File: src/rtl/muldiv_pkg.sv
// ============================================================================
// Module : muldiv_pkg
// Brief  : Shared opcode and state encodings for the mul/div requester.
// Rev    : 1.0 - initial release
// ============================================================================
`default_nettype none

package muldiv_pkg;

  localparam logic OP_MUL = 1'b0;
  localparam logic OP_DIV = 1'b1;

  localparam int STATE_W = 2;

  typedef enum logic [STATE_W-1:0] {
    ST_IDLE      = 2'd0,
    ST_ISSUE     = 2'd1,
    ST_WAIT_DONE = 2'd2,
    ST_RESP      = 2'd3
  } state_t;

endpackage : muldiv_pkg

`default_nettype wire

File: src/rtl/op_watchdog.sv
// ============================================================================
// Module : op_watchdog
// Brief  : Cycle counter that flags expiry after TIMEOUT_CYCLES enabled cycles.
// Rev    : 1.0 - initial release
// ============================================================================
`default_nettype none

module op_watchdog #(
  parameter int TIMEOUT_CYCLES = 64
) (
  input  logic clk,
  input  logic rst_n,
  input  logic i_clear,
  input  logic i_en,
  output logic o_expired
);

  localparam int c_CNT_W = $clog2(TIMEOUT_CYCLES + 1);
  localparam logic [c_CNT_W-1:0] c_LAST = c_CNT_W'(TIMEOUT_CYCLES - 1);

  logic [c_CNT_W-1:0] r_cnt;

  // Saturates on the last count so a stalled state machine cannot wrap it.
  always_ff @(posedge clk or negedge rst_n) begin
    if (!rst_n) begin
      r_cnt <= '0;
    end else if (i_clear) begin
      r_cnt <= '0;
    end else if (i_en && (r_cnt != c_LAST)) begin
      r_cnt <= r_cnt + 1'b1;
    end
  end

  assign o_expired = i_en && (r_cnt == c_LAST);

endmodule : op_watchdog

`default_nettype wire

File: src/rtl/muldiv_requester.sv
// ============================================================================
// Module : muldiv_requester
// Brief  : Trigger/ready/done initiator for the shared multiplier and divider.
//          Optional WAIT_DONE timeout enabled by defining MULDIV_TIMEOUT_EN.
// Rev    : 1.0 - initial release
// ============================================================================
`default_nettype none

module muldiv_requester
  import muldiv_pkg::*;
#(
  parameter int C_WIDTH        = 32,
  parameter int TIMEOUT_CYCLES = 64
) (
  input  logic               ctl_clk,
  input  logic               reset,
  input  logic               req_valid,
  output logic               req_ready,
  input  logic               req_op,
  input  logic               req_signed,
  input  logic [C_WIDTH-1:0] req_a,
  input  logic [C_WIDTH-1:0] req_b,
  output logic [C_WIDTH-1:0] op_a,
  output logic [C_WIDTH-1:0] op_b,
  output logic               op_signed,
  output logic               mul_trigger,
  input  logic               mul_ready,
  input  logic               mul_done,
  input  logic [C_WIDTH-1:0] mul_y,
  output logic               div_trigger,
  input  logic               div_ready,
  input  logic               div_done,
  input  logic [C_WIDTH-1:0] div_q,
  input  logic [C_WIDTH-1:0] div_r,
  output logic               rsp_valid,
  input  logic               rsp_ready,
  output logic [C_WIDTH-1:0] rsp_lo,
  output logic [C_WIDTH-1:0] rsp_hi,
  output logic               rsp_dz,
  output logic               rsp_err
);

  state_t r_state;
  state_t w_next;

  logic               r_op;
  logic [C_WIDTH-1:0] r_a;
  logic [C_WIDTH-1:0] r_b;
  logic               r_signed;
  logic [C_WIDTH-1:0] r_rsp_lo;
  logic [C_WIDTH-1:0] r_rsp_hi;
  logic               r_rsp_dz;

  logic w_accept;
  logic w_div_zero;
  logic w_sel_ready;
  logic w_sel_done;
  logic w_timeout;

  assign w_accept    = (r_state == ST_IDLE) && req_valid;
  assign w_div_zero  = (r_op == OP_DIV) && (r_b == '0);
  assign w_sel_ready = (r_op == OP_DIV) ? div_ready : mul_ready;
  assign w_sel_done  = (r_op == OP_DIV) ? div_done  : mul_done;

`ifdef MULDIV_TIMEOUT_EN
  logic r_rsp_err;

  op_watchdog #(
    .TIMEOUT_CYCLES (TIMEOUT_CYCLES)
  ) u_watchdog (
    .clk       (ctl_clk),
    .rst_n     (reset),
    .i_clear   (r_state == ST_ISSUE),
    .i_en      (r_state == ST_WAIT_DONE),
    .o_expired (w_timeout)
  );

  always_ff @(posedge ctl_clk or negedge reset) begin
    if (!reset) begin
      r_rsp_err <= 1'b0;
    end else if ((r_state == ST_WAIT_DONE) && !w_sel_done && w_timeout) begin
      r_rsp_err <= 1'b1;
    end else if ((r_state == ST_RESP) && rsp_ready) begin
      r_rsp_err <= 1'b0;
    end
  end

  assign rsp_err = r_rsp_err;
`else
  logic w_unused_timeout_cfg;

  assign w_unused_timeout_cfg = (TIMEOUT_CYCLES == 0);
  assign w_timeout            = 1'b0;
  assign rsp_err              = 1'b0;
`endif

  always_ff @(posedge ctl_clk or negedge reset) begin
    if (!reset) begin
      r_state <= ST_IDLE;
    end else begin
      r_state <= w_next;
    end
  end

  always_comb begin
    w_next = r_state;
    case (r_state)
      ST_IDLE: begin
        if (req_valid) w_next = ST_ISSUE;
      end
      ST_ISSUE: begin
        if (w_div_zero)       w_next = ST_RESP;
        else if (w_sel_ready) w_next = ST_WAIT_DONE;
      end
      ST_WAIT_DONE: begin
        if (w_sel_done || w_timeout) w_next = ST_RESP;
      end
      ST_RESP: begin
        if (rsp_ready) w_next = ST_IDLE;
      end
      default: w_next = ST_IDLE;
    endcase
  end

  always_comb begin
    req_ready   = 1'b0;
    rsp_valid   = 1'b0;
    mul_trigger = 1'b0;
    div_trigger = 1'b0;
    case (r_state)
      ST_IDLE: req_ready = 1'b1;
      ST_ISSUE: begin
        if (!w_div_zero && w_sel_ready) begin
          mul_trigger = (r_op == OP_MUL);
          div_trigger = (r_op == OP_DIV);
        end
      end
      ST_RESP: rsp_valid = 1'b1;
      default: ;
    endcase
  end

  // Operands only load on accept, so they stay frozen from trigger through done.
  always_ff @(posedge ctl_clk or negedge reset) begin
    if (!reset) begin
      r_op     <= OP_MUL;
      r_a      <= '0;
      r_b      <= '0;
      r_signed <= 1'b0;
    end else if (w_accept) begin
      r_op     <= req_op;
      r_a      <= req_a;
      r_b      <= req_b;
      r_signed <= req_signed;
    end
  end

  always_ff @(posedge ctl_clk or negedge reset) begin
    if (!reset) begin
      r_rsp_lo <= '0;
      r_rsp_hi <= '0;
      r_rsp_dz <= 1'b0;
    end else begin
      case (r_state)
        ST_ISSUE: begin
          if (w_div_zero) begin
            r_rsp_lo <= '1;
            r_rsp_hi <= r_a;
            r_rsp_dz <= 1'b1;
          end
        end
        ST_WAIT_DONE: begin
          if (w_sel_done) begin
            r_rsp_lo <= (r_op == OP_DIV) ? div_q : mul_y;
            r_rsp_hi <= (r_op == OP_DIV) ? div_r : '0;
          end else if (w_timeout) begin
            r_rsp_lo <= '0;
            r_rsp_hi <= '0;
          end
        end
        ST_RESP: begin
          if (rsp_ready) r_rsp_dz <= 1'b0;
        end
        default: ;
      endcase
    end
  end

  assign op_a      = r_a;
  assign op_b      = r_b;
  assign op_signed = r_signed;
  assign rsp_lo    = r_rsp_lo;
  assign rsp_hi    = r_rsp_hi;
  assign rsp_dz    = r_rsp_dz;

endmodule : muldiv_requester

`default_nettype wire

File: config.mk
export PLATFORM = sky130hd
export DESIGN_NAME = muldiv_requester
export DESIGN_NICKNAME = d
export VERILOG_FILES = /design/src/rtl/muldiv_pkg.sv /design/src/rtl/op_watchdog.sv /design/src/rtl/muldiv_requester.sv
export SDC_FILE = /design/constraint.sdc
export NUM_CORES = 1
export LEC_CHECK = 0
export CAP_MARGIN = 20
export CORE_ASPECT_RATIO = 0.7
export CORE_MARGIN = 4
export CORE_UTILIZATION = 44
export CTS_CLUSTER_SIZE = 25
export DETAILED_ROUTE_END_ITERATION = 7
export PLACE_DENSITY = 0.87
export SYNTH_ARGS = -nofsm -noshare
export SYNTH_HDL_FRONTEND = slang
export SYNTH_HIERARCHICAL = 1
export SYNTH_SLANG_ARGS = --single-unit
File: constraint.sdc
create_clock -name ctl_clk -period 3.2 [get_ports ctl_clk]
set_input_delay 0.32 -clock ctl_clk [delete_from_list [all_inputs] [get_ports ctl_clk]]
set_output_delay 0.32 -clock ctl_clk [all_outputs]
set_load 0.005 [all_outputs]
# Word-level counts from Yosys, hierarchy flattened
# Cells that the tools add are included.
# W data, S select, Z words.
dict set report totals {
  regBits 133
  in_bits 170
  output_inout_bits 135
  word_cells 53
}
dict set report classes {
  n_eq_ne 8
  mux 25
  bitwise 1
  reduce_logical 11
}
# op count
set op_table {}
lappend op_table {{$mux W32} 6}
lappend op_table {{$pmux W32 S2} 2}
lappend op_table {{$logic_not A32 Y1} 1}
lappend op_table {{$mux W1} 10}
lappend op_table {{$mux W2} 5}
lappend op_table {{$ne A2 B2 Y1 const B} 4}
lappend op_table {{$pmux W2 S4} 1}
lappend op_table {{$reduce_and A3 Y1} 2}
lappend op_table {{$eq A2 B2 Y1 const B} 2}
lappend op_table {{$reduce_and A4 Y1} 1}
lappend op_table {{$reduce_bool A2 Y1} 2}
lappend op_table {{$logic_and A1 B1 Y1} 3}
lappend op_table {{$ne A3 B3 Y1 const B} 1}
lappend op_table {{$eq A2 B1 Y1 const B} 1}
lappend op_table {{$logic_not A2 Y1} 1}
lappend op_table {{$pmux W1 S2} 1}
lappend op_table {{$logic_not A1 Y1} 1}
lappend op_table {{$not A1 Y1} 1}

# Depth between registers and ports, before layout
# Gate-level depths: netlist of the first run.
dict set report logic_depth {
  depth_word 6
  depth_mapped 8
}

# Worst setup path before layout of the first run
# OpenSTA, ideal clock, no wires.
dict set report synth_path {
  path_kind {reg-to-reg}
  startpoint {register r_state[0]}
  endpoint {register r_a[18] (netlist: op_a[18])}
  arrival_ns 1.831
  t_required_ns 3.075
  path_slack_ns 1.244
  stages_incl_launch_ff 7
  path_buffers 2
  synth_period_minus_slack_ns 1.956
  path_cell_list {dfrtp_1 inv_1 ha_1 nand2_1 clkbuf_1 clkbuf_1 mux2_2}
}
dict set report synth_between {
  elab_chain_cells 2
}
# element line_no
set synth_lines {}
lappend synth_lines {{start: declaration} muldiv_requester.sv:43} ;# state_t r_state;
lappend synth_lines {{start signal: assignment} muldiv_requester.sv:101} ;# r_state <= w_next;
lappend synth_lines {{$logic_not A2 Y1} muldiv_requester.sv:60} ;# assign w_accept = (r_state == ST_IDLE) && req_valid;
lappend synth_lines {{$logic_and A1 B1 Y1} muldiv_requester.sv:60}
lappend synth_lines {{end signal: assignment} muldiv_requester.sv:152} ;# r_a <= req_a;
lappend synth_lines {{end: declaration} muldiv_requester.sv:47} ;# logic [C_WIDTH-1:0] r_a;
# No other way between the ends.
# A chain may end at the register's enable or synchronous reset.

# Worst setup path after layout of the first run
dict set report layout_path {
  startpoint {register r_b[17] (netlist: op_b[17])}
  endpoint {output port div_trigger}
}
dict set report layout_between {
  elab_chain_cells 6
}
# element line_no
set layout_lines {}
lappend layout_lines {{start: declaration} muldiv_requester.sv:48} ;# logic [C_WIDTH-1:0] r_b;
lappend layout_lines {{start signal: assignment} muldiv_requester.sv:153} ;# r_b <= req_b;
lappend layout_lines {{$logic_not A32 Y1} muldiv_requester.sv:61} ;# assign w_div_zero = (r_op == OP_DIV) && (r_b == '0);
lappend layout_lines {{$logic_and A1 B1 Y1} muldiv_requester.sv:61}
lappend layout_lines {{$logic_not A1 Y1} muldiv_requester.sv:133} ;# if (!w_div_zero && w_sel_ready) begin
lappend layout_lines {{$logic_and A1 B1 Y1} muldiv_requester.sv:133}
lappend layout_lines {{$mux W1} muldiv_requester.sv:133}
lappend layout_lines {{$mux W1} muldiv_requester.sv:130} ;# case (r_state)
lappend layout_lines {{end: declaration} muldiv_requester.sv:30} ;# output logic div_trigger,
# No other way between the ends.

==> flow_summary.html, run 1 <==
<table>
<tr><th>Metric</th><th>Value</th></tr>
<tr><th colspan="2">Finish</th></tr>
<tr><td>Post-Route Utilization</td><td>0.722</td></tr>
<tr><td>Register area</td><td>0.00333 sq mm</td></tr>
<tr><td>Most frequent standard cell in the layout excluding fill and tap cells</td><td>sky130_fd_sc_hd__clkdlybuf4s50_1</td></tr>
<tr><td>Filler Cells Inserted</td><td>934</td></tr>
<tr><td>Post-layout instance area</td><td>0.0101 sq mm</td></tr>
<tr><td>Share of layout cells above drive strength 1</td><td>0.213</td></tr>
<tr><td>Antenna diode instance count</td><td>0</td></tr>
<tr><td>Top library cells by usage in the layout, fill and taps aside</td><td>302 x sky130_fd_sc_hd__clkdlybuf4s50_1, 132 x sky130_fd_sc_hd__dfrtp_1, 69 x sky130_fd_sc_hd__mux2_2</td></tr>
<tr><td>Final nets</td><td>955</td></tr>
<tr><td>Area occupied by multi-input gates</td><td>0.00260 sq mm</td></tr>
<tr><td>Area added between synthesis and finish</td><td>60.2%</td></tr>
<tr><th colspan="2">Logic synthesis</th></tr>
<tr><td>Cell types with the largest area share after synthesis</td><td>sky130_fd_sc_hd__dfrtp_1 53%, sky130_fd_sc_hd__mux2_2 12%, sky130_fd_sc_hd__mux2_4 7.2%</td></tr>
<tr><td>Yosys top cell by area</td><td>sky130_fd_sc_hd__dfrtp_1</td></tr>
<tr><td>Post-Syn Area</td><td>0.00629 sq mm</td></tr>
<tr><td>Synth Area per Inst</td><td>13.2 sq um</td></tr>
<tr><td>Yosys Warn Count</td><td>6</td></tr>
<tr><td>Yosys top cell area share</td><td>0.529</td></tr>
<tr><td>Nets in the synthesized netlist</td><td>651</td></tr>
<tr><td>Number of standard cells after synthesis</td><td>477</td></tr>
<tr><td>Flip-flop and latch count after synthesis</td><td>133</td></tr>
<tr><td>Sequential-to-total area share from yosys stat</td><td>0.529</td></tr>
<tr><td>Number of distinct library cells after synthesis</td><td>36</td></tr>
<tr><th colspan="2">Setup path</th></tr>
<tr><td>Critical path startpoint category</td><td>flop</td></tr>
<tr><td>Startpoint of the worst register-to-register path</td><td>op_b[17]</td></tr>
<tr><td>Slack of the worst reg-to-reg path</td><td>0.57 ns</td></tr>
<tr><td>Required time at the worst-slack endpoint</td><td>2.88 ns</td></tr>
<tr><td>Maximum fanout along the worst path</td><td>3</td></tr>
<tr><td>Type of destination of the critical path</td><td>output port</td></tr>
<tr><td>Arrival time at the worst endpoint</td><td>2.44 ns</td></tr>
<tr><td>Cells on worst reg2reg path</td><td>6</td></tr>
<tr><td>Terminus of the critical flop-to-flop path</td><td>rsp_hi[28]</td></tr>
<tr><td>Worst setup path category</td><td>reg -&gt; out</td></tr>
<tr><th colspan="2">Placed design</th></tr>
<tr><td>HPWL Detailed</td><td>14.1 mm</td></tr>
<tr><td>Post-placement cell area</td><td>0.00947 sq mm</td></tr>
<tr><td>Placement Setup Slack</td><td>0.608 ns</td></tr>
<tr><td>Port bufs</td><td>303</td></tr>
<tr><td>Routability Congestion</td><td>0.808</td></tr>
<tr><th colspan="2">Clock tree</th></tr>
<tr><td>Clock transition at the registers of the reported paths</td><td>0.06 ns</td></tr>
<tr><td>Post-CTS setup buffers</td><td>0</td></tr>
<tr><td>Clock insertion delay at the later pin of the skew report</td><td>0.41 ns</td></tr>
<tr><td>Number of clock buffers inserted by TritonCTS</td><td>17</td></tr>
<tr><td>TritonCTS clock tree</td><td>built</td></tr>
<tr><td>Root Buffer</td><td>sky130_fd_sc_hd__clkbuf_16</td></tr>
<tr><td>Number of sinks handled by clock tree synthesis</td><td>133</td></tr>
<tr><td>CTS HTree Levels</td><td>4</td></tr>
<tr><td>Maximum clock path buffer count</td><td>2</td></tr>
<tr><th colspan="2">Floorplan</th></tr>
<tr><td>Core outline area</td><td>0.0140 sq mm</td></tr>
<tr><td>Die Span X</td><td>151 um</td></tr>
<tr><td>Top-level I/O count</td><td>305</td></tr>
<tr><td>Die Outline Area</td><td>0.0163 sq mm</td></tr>
<tr><td>Floorplan die height</td><td>108 um</td></tr>
<tr><td>Number of placement rows</td><td>36</td></tr>
<tr><td>Effective utilization at floorplan</td><td>0.450</td></tr>
<tr><th colspan="2">Timing</th></tr>
<tr><td>Final hold slack</td><td>0.447 ns</td></tr>
<tr><td>Unrepaired setup endpoints after global routing</td><td>no</td></tr>
<tr><td>Tightest Pin Transition</td><td>0.632 ns</td></tr>
<tr><td>Tcrit/Tclk final</td><td>0.861</td></tr>
<tr><td>Max Slew Vio Count</td><td>0</td></tr>
<tr><td>Final worst slack</td><td>0.445 ns</td></tr>
<tr><td>Final setup violation count</td><td>0</td></tr>
<tr><td>Endpoints failing hold</td><td>0</td></tr>
<tr><td>Slew HR</td><td>0.579</td></tr>
<tr><td>Setup clock skew after layout</td><td>0.00774 ns</td></tr>
<tr><td>Time the worst path needs with I/O delays and setup</td><td>2.76 ns</td></tr>
<tr><td>Achievable frequency</td><td>0.363 GHz</td></tr>
<tr><td>Final sum of negative setup slack</td><td>0 ns</td></tr>
<tr><th colspan="2">Power</th></tr>
<tr><td>VDD IR-drop max</td><td>573 uV</td></tr>
<tr><td>Pwr per Cell Area</td><td>1020 mW/mm^2</td></tr>
<tr><td>Leakage component of the power</td><td>4.30 nW</td></tr>
<tr><th colspan="2">Detailed routing</th></tr>
<tr><td>Final antenna-violating net count</td><td>0</td></tr>
<tr><td>Violation count after the first detailed-route iteration</td><td>198</td></tr>
<tr><td>Detailed-route wire length</td><td>18.9 mm</td></tr>
<tr><td>Mean number of vias per cell</td><td>4.96</td></tr>
<tr><td>Via count</td><td>4879</td></tr>
<tr><td>DRC</td><td>0</td></tr>
<tr><td>Pre-Repair DR Iteration Count</td><td>4</td></tr>
<tr><td>Wirelength per Cell</td><td>19.2 um</td></tr>
<tr><th colspan="2">Global route</th></tr>
<tr><td>Wire length of the first global-routing pass</td><td>28.4 mm</td></tr>
<tr><td>Largest net degree at the start of global routing</td><td>71</td></tr>
<tr><td>Initial antenna violation count</td><td>0</td></tr>
<tr><td>Total Routing Usage GR</td><td>0.227</td></tr>
<tr><td>Via count of the first global-routing pass</td><td>5233</td></tr>
<tr><td>Total congestion overflow after global routing</td><td>0</td></tr>
<tr><th colspan="2">Worst hold path</th></tr>
<tr><td>Class of the tightest hold or removal check</td><td>in -&gt; async</td></tr>
<tr><th colspan="2">Run</th></tr>
<tr><td>Max-cap check violation count</td><td>0</td></tr>
<tr><th colspan="2">Status</th></tr>
<tr><td>Status</td><td>completed</td></tr>
</table>
## worst max-delay path: stages (launching register included)
cell	delay, ns
sky130_fd_sc_hd__dfrtp_1	0.40
sky130_fd_sc_hd__nor4_1	0.43
sky130_fd_sc_hd__nand4_1	0.32
sky130_fd_sc_hd__o31ai_2	0.34
sky130_fd_sc_hd__nor2_1	0.07
sky130_fd_sc_hd__clkdlybuf4s50_1	0.47
## layer usage
layer	routed length [um]	up-vias	global-route usage
met1	7240	2378	0.260
met4	314	0	0.0627
met5	0	-	0
met2	9480	199	0.394
met3	1830	26	0.0917
li1	-	2276	-
## area by class of cell
| cell class | instances | area share |
|---|---|---|
| Clock buffer | 23 | 0.0474 |
| Clock inverter | 8 | 0.0123 |
| Inverter | 39 | 0.0145 |
| Multi-Input combinational cell | 275 | 0.258 |
| Sequential cell | 133 | 0.330 |
| Tap cell | 190 | 0.0236 |
| Timing Repair Buffer | 315 | 0.314 |
## worst max path at each step
stage                     startpoint           to  slack (ns)  cells after the start
after global routing        op_b[17]  div_trigger        0.32                      5
after floorplan           r_state[0]     op_a[18]        1.24                      6
after global placement      op_b[17]   rsp_hi[20]        0.74                      6
after detailed placement    op_b[17]   rsp_hi[23]        0.61                      6
after CTS                   op_b[17]  div_trigger        0.44                      5
final                       op_b[17]  div_trigger        0.44                      5
## power by group
part / switching [W] / internal (W) / leakage (nW) / total (W)
registers: 0.000629 / 0.00254 / 1.55 / 0.00317
clock network: 0.000699 / 0.00128 / 0.289 / 0.00198
logic: 0.00191 / 0.00319 / 2.45 / 0.00510
total: 0.00324 / 0.00702 / 4.30 / 0.0103
## through the flow
step	cells	total power [W]
final	983	0.0103
after floorplan	477	0.00582
after CTS	983	0.0104
after global routing	983	0.0108
after global placement	951	0.00808
after detailed placement	951	0.00830
## logic make-up after synthesis
| group | after synthesis | share of synthesized area |
|---|---|---|
| AO/OA/AOI/OAI | 69 | 0.0937 |
| adder cells (fa/ha/maj) | 4 | 0.00796 |
| buffers and inverters | 69 | 0.0591 |
| flip-flops | 133 | 0.529 |
| multiplexers | 138 | 0.258 |
| other | 1 | 0.000596 |
| AND/OR/NAND/NOR | 63 | 0.0513 |
## Yosys cell counts (all sizes together)
cell,number
nor4,7
mux2i,34
nor4b,1
nand3,3
o21ai,33
nor2,4
a31oi,1
a2bb2oi,27
clkbuf,16
a21oi,5
mux2,104
inv,39
nand2,41
conb,1
nand4,1
o21a,1
nand2b,1
and3,1
nor3,2
dfrtp,133
and2,1
buf,14
o31ai,1
ha,4
nor2b,1
a222oi,1
## repair_timing
item | CTS | global route
endpoints found under the hold margin | 63 | 0
resized for setup | 0 | 0
hold buffers | 1 | 0
## registers in the layout, summed over array words and instances, names as in the netlist
register	cells
op_a	32
op_b	32
op_signed	1
r_op	1
r_state	2
rsp_dz	1
rsp_hi	32
rsp_lo	32
No activity file was read; power rests on OpenSTA's default activity.
==> run 2, diff against run 1 <==
--- a/config.mk
+++ b/config.mk
@@ -7,7 +7,6 @@
 export LEC_CHECK = 0
 export CAP_MARGIN = 20
 export CORE_ASPECT_RATIO = 0.7
-export CORE_MARGIN = 4
 export CORE_UTILIZATION = 44
 export CTS_CLUSTER_SIZE = 25
 export DETAILED_ROUTE_END_ITERATION = 7
==> flow_summary.html, run 2 (synthesis results as in run 1) <==
<table>
<tr><th>Metric</th><th>Value</th></tr>
<tr><th colspan="2">Status</th></tr>
<tr><td>Status</td><td>finished, violations left</td></tr>
<tr><td>Violated checks</td><td>negative hold slack</td></tr>
<tr><th colspan="2">Power</th></tr>
<tr><td>Pwr per Cell Area</td><td>1000 mW/mm^2 (-1.3%)</td></tr>
<tr><td>Power, Total</td><td>0.0100 W (-2.0%)</td></tr>
<tr><td>Sw Pwr</td><td>0.00326 W (+0.66%)</td></tr>
<tr><td>Seq pwr share</td><td>0.317 (+0.008)</td></tr>
<tr><td>Proportion of total power due to net switching</td><td>0.324 (+0.00858)</td></tr>
<tr><td>VDD IR-drop max</td><td>608 uV (+6.2%)</td></tr>
<tr><td>Internal power component</td><td>0.00679 W (-3.2%)</td></tr>
<tr><td>Gate power share</td><td>0.501 (+0.003)</td></tr>
<tr><td>Clock power frac</td><td>0.182 (-0.011)</td></tr>
<tr><td>Leakage component of the power</td><td>4.25 nW (-1.0%)</td></tr>
<tr><th colspan="2">Timing</th></tr>
<tr><td>Final sum of negative setup slack</td><td>0 ns (unchanged)</td></tr>
<tr><td>Slew HR</td><td>0.387 (-0.192)</td></tr>
<tr><td>Final worst slack</td><td>0.565 ns (+0.120 ns)</td></tr>
<tr><td>Setup clock skew after layout</td><td>0.0109 ns (+0.00317 ns)</td></tr>
<tr><td>Achievable frequency</td><td>0.379 GHz (+4.6%)</td></tr>
<tr><td>Unrepaired setup endpoints after global routing</td><td>no</td></tr>
<tr><td>Final setup violation count</td><td>0 (unchanged)</td></tr>
<tr><td>Tightest Pin Transition</td><td>0.919 ns (+0.287 ns)</td></tr>
<tr><td>Time the worst path needs with I/O delays and setup</td><td>2.64 ns (-0.120 ns)</td></tr>
<tr><td>Final hold slack</td><td>-0.0453 ns (-0.493 ns)</td></tr>
<tr><td>Tcrit/Tclk final</td><td>0.823 (-0.0376)</td></tr>
<tr><td>Endpoints failing hold</td><td>16 (+16)</td></tr>
<tr><td>Max Slew Vio Count</td><td>0 (unchanged)</td></tr>
<tr><th colspan="2">Finish</th></tr>
<tr><td>Final nets</td><td>952 (-0.31%)</td></tr>
<tr><td>Top library cells by usage in the layout, fill and taps aside</td><td>302 x sky130_fd_sc_hd__clkdlybuf4s50_1, 132 x sky130_fd_sc_hd__dfrtp_1, 69 x sky130_fd_sc_hd__mux2_2</td></tr>
<tr><td>Share of layout cells above drive strength 1</td><td>0.215 (+0.00180)</td></tr>
<tr><td>Area added between synthesis and finish</td><td>59.0%</td></tr>
<tr><td>Post-layout instance area</td><td>0.0100 sq mm (-0.75%)</td></tr>
<tr><td>Antenna diode instance count</td><td>0 (unchanged)</td></tr>
<tr><td>Most frequent standard cell in the layout excluding fill and tap cells</td><td>sky130_fd_sc_hd__clkdlybuf4s50_1</td></tr>
<tr><th colspan="2">Global route</th></tr>
<tr><td>Largest net degree at the start of global routing</td><td>87 (+23%)</td></tr>
<tr><td>Total congestion overflow after global routing</td><td>0 (unchanged)</td></tr>
<tr><td>Wire length of the first global-routing pass</td><td>27.8 mm (-2.2%)</td></tr>
<tr><td>Total Routing Usage GR</td><td>0.244 (+0.0177)</td></tr>
<tr><td>Via count of the first global-routing pass</td><td>5321 (+1.7%)</td></tr>
<tr><td>Initial antenna violation count</td><td>0 (unchanged)</td></tr>
<tr><th colspan="2">Setup path</th></tr>
<tr><td>CP top delay family</td><td>simple AND/OR/NAND/NOR gates</td></tr>
<tr><td>Arrival time at the worst endpoint</td><td>2.32 ns (-0.12 ns)</td></tr>
<tr><td>Type of destination of the critical path</td><td>output port</td></tr>
<tr><td>Worst setup path category</td><td>reg -&gt; out</td></tr>
<tr><td>Maximum fanout along the worst path</td><td>3 (unchanged)</td></tr>
<tr><td>Buffer and inverter count on the worst path</td><td>1 (unchanged)</td></tr>
<tr><td>Critical path startpoint category</td><td>flop</td></tr>
<tr><td>Required time at the worst-slack endpoint</td><td>2.88 ns (about the same)</td></tr>
<tr><td>Slowest CP cell</td><td>sky130_fd_sc_hd__clkdlybuf4s50_1</td></tr>
<tr><td>Cells on worst reg2reg path</td><td>6 (unchanged)</td></tr>
<tr><td>Delay of the slowest critical-path stage</td><td>0.47 ns (about the same)</td></tr>
<tr><td>Instance count on the critical path</td><td>5 (unchanged)</td></tr>
<tr><td>Critical path, cell by cell</td><td>nor4_1 -&gt; nand4_1 -&gt; o31ai_2 -&gt; nor2_1 -&gt; clkdlybuf4s50_1</td></tr>
<tr><th colspan="2">Clock tree</th></tr>
<tr><td>CTS HTree Levels</td><td>4 (unchanged)</td></tr>
<tr><td>Clock transition at the registers of the reported paths</td><td>0.06 ns (about the same)</td></tr>
<tr><td>Post-CTS setup buffers</td><td>0 (unchanged)</td></tr>
<tr><td>Number of sinks handled by clock tree synthesis</td><td>133 (unchanged)</td></tr>
<tr><td>Root Buffer</td><td>sky130_fd_sc_hd__clkbuf_16</td></tr>
<tr><td>Number of clock buffers inserted by TritonCTS</td><td>17 (unchanged)</td></tr>
<tr><td>Maximum clock path buffer count</td><td>2 (unchanged)</td></tr>
<tr><td>Gates resized, CTS repair</td><td>0 (unchanged)</td></tr>
<tr><td>Hold buffer count at CTS</td><td>0 (-1)</td></tr>
<tr><td>Clock insertion delay at the later pin of the skew report</td><td>0.40 ns (about the same)</td></tr>
<tr><td>TritonCTS clock tree</td><td>built</td></tr>
<tr><th colspan="2">Detailed routing</th></tr>
<tr><td>DRC</td><td>0 (unchanged)</td></tr>
<tr><td>Violation count after the first detailed-route iteration</td><td>145 (-27%)</td></tr>
<tr><td>Detailed-route wire length</td><td>18.0 mm (-4.7%)</td></tr>
<tr><td>Wirelength per Cell</td><td>18.3 um (-4.5%)</td></tr>
<tr><td>Final antenna-violating net count</td><td>0 (unchanged)</td></tr>
<tr><td>Via count</td><td>4916 (+0.76%)</td></tr>
<tr><td>Mean number of vias per cell</td><td>5.01 (+0.96%)</td></tr>
<tr><td>Pre-Repair DR Iteration Count</td><td>6 (+2)</td></tr>
<tr><th colspan="2">Floorplan</th></tr>
<tr><td>Number of placement rows</td><td>36 (unchanged)</td></tr>
<tr><td>Die Span X</td><td>145 um (-4.0%)</td></tr>
<tr><td>Die Outline Area</td><td>0.0148 sq mm (-9.3%)</td></tr>
<tr><td>Top-level I/O count</td><td>305 (unchanged)</td></tr>
<tr><td>Core outline area</td><td>0.0139 sq mm (-0.32%)</td></tr>
<tr><td>Effective utilization at floorplan</td><td>0.452 (+0.00146)</td></tr>
<tr><td>Floorplan die height</td><td>102 um (-5.6%)</td></tr>
<tr><th colspan="2">Worst hold path</th></tr>
<tr><td>Class of the tightest hold or removal check</td><td>in -&gt; async</td></tr>
<tr><th colspan="2">Placed design</th></tr>
<tr><td>Routability Congestion</td><td>0.855 (+5.8%)</td></tr>
<tr><td>Post-placement cell area</td><td>0.00944 sq mm (-0.24%)</td></tr>
<tr><td>Placement Setup Slack</td><td>0.846 ns (+0.237 ns)</td></tr>
<tr><td>HPWL Detailed</td><td>13.5 mm (-4.8%)</td></tr>
<tr><td>Port bufs</td><td>303 (unchanged)</td></tr>
<tr><th colspan="2">Run</th></tr>
<tr><td>Max-cap check violation count</td><td>0 (unchanged)</td></tr>
</table>
## run 2: power by group through the flow
| stage | clock network, W | registers [W] | logic, W |
|---|---|---|---|
| global route | 0.00195 | 0.00329 | 0.00539 |
| CTS | 0.00187 | 0.00319 | 0.00509 |
| floorplan | 0 | 0.00315 | 0.00268 |
| finish | 0.00183 | 0.00318 | 0.00503 |
| detailed placement | 0 | 0.00319 | 0.00507 |
| global placement | 0 | 0.00313 | 0.00491 |
## run 2: metal layers
layer,vias to the layer above,track usage,share of wire,wire (um)
li1,2267,-,-,-
met1,2432,0.276,0.40,7190
met2,193,0.437,0.51,9220
met3,24,0.0813,0.067,1200
met4,0,0.0917,0.021,370
met5,-,0,0,0
## run 2: path summary, 6_finish.rpt
kind                               end      start  slack, ns
min                         rsp_lo[14]      reset      -0.05
min in group ctl_clk         rsp_hi[2]  rsp_hi[2]       0.49
max                        div_trigger   op_b[17]       0.56
min reg2reg                  rsp_hi[2]  rsp_hi[2]       0.49
max in group asynchronous      op_a[0]      reset       2.42
max reg2reg                 rsp_hi[21]   op_b[11]       0.85
## run 2: layout make-up
class / count / area (sq um)
clock buffer: 18 / 429
clock inverter: 14 / 130
fill: 944 / 3920
inverter: 39 / 146
multi-input combinational: 275 / 2600
sequential: 133 / 3330
tap: 190 / 238
timing repair buffer: 312 / 3130
## run 2: through the flow
step / std cells / utilization
4_1_cts: 981 / 0.719
2_1_floorplan: 477 / -
5_1_grt: 981 / 0.719
3_5_place_dp: 949 / 0.679
6_report: 981 / 0.719
3_3_place_gp: 949 / 0.679
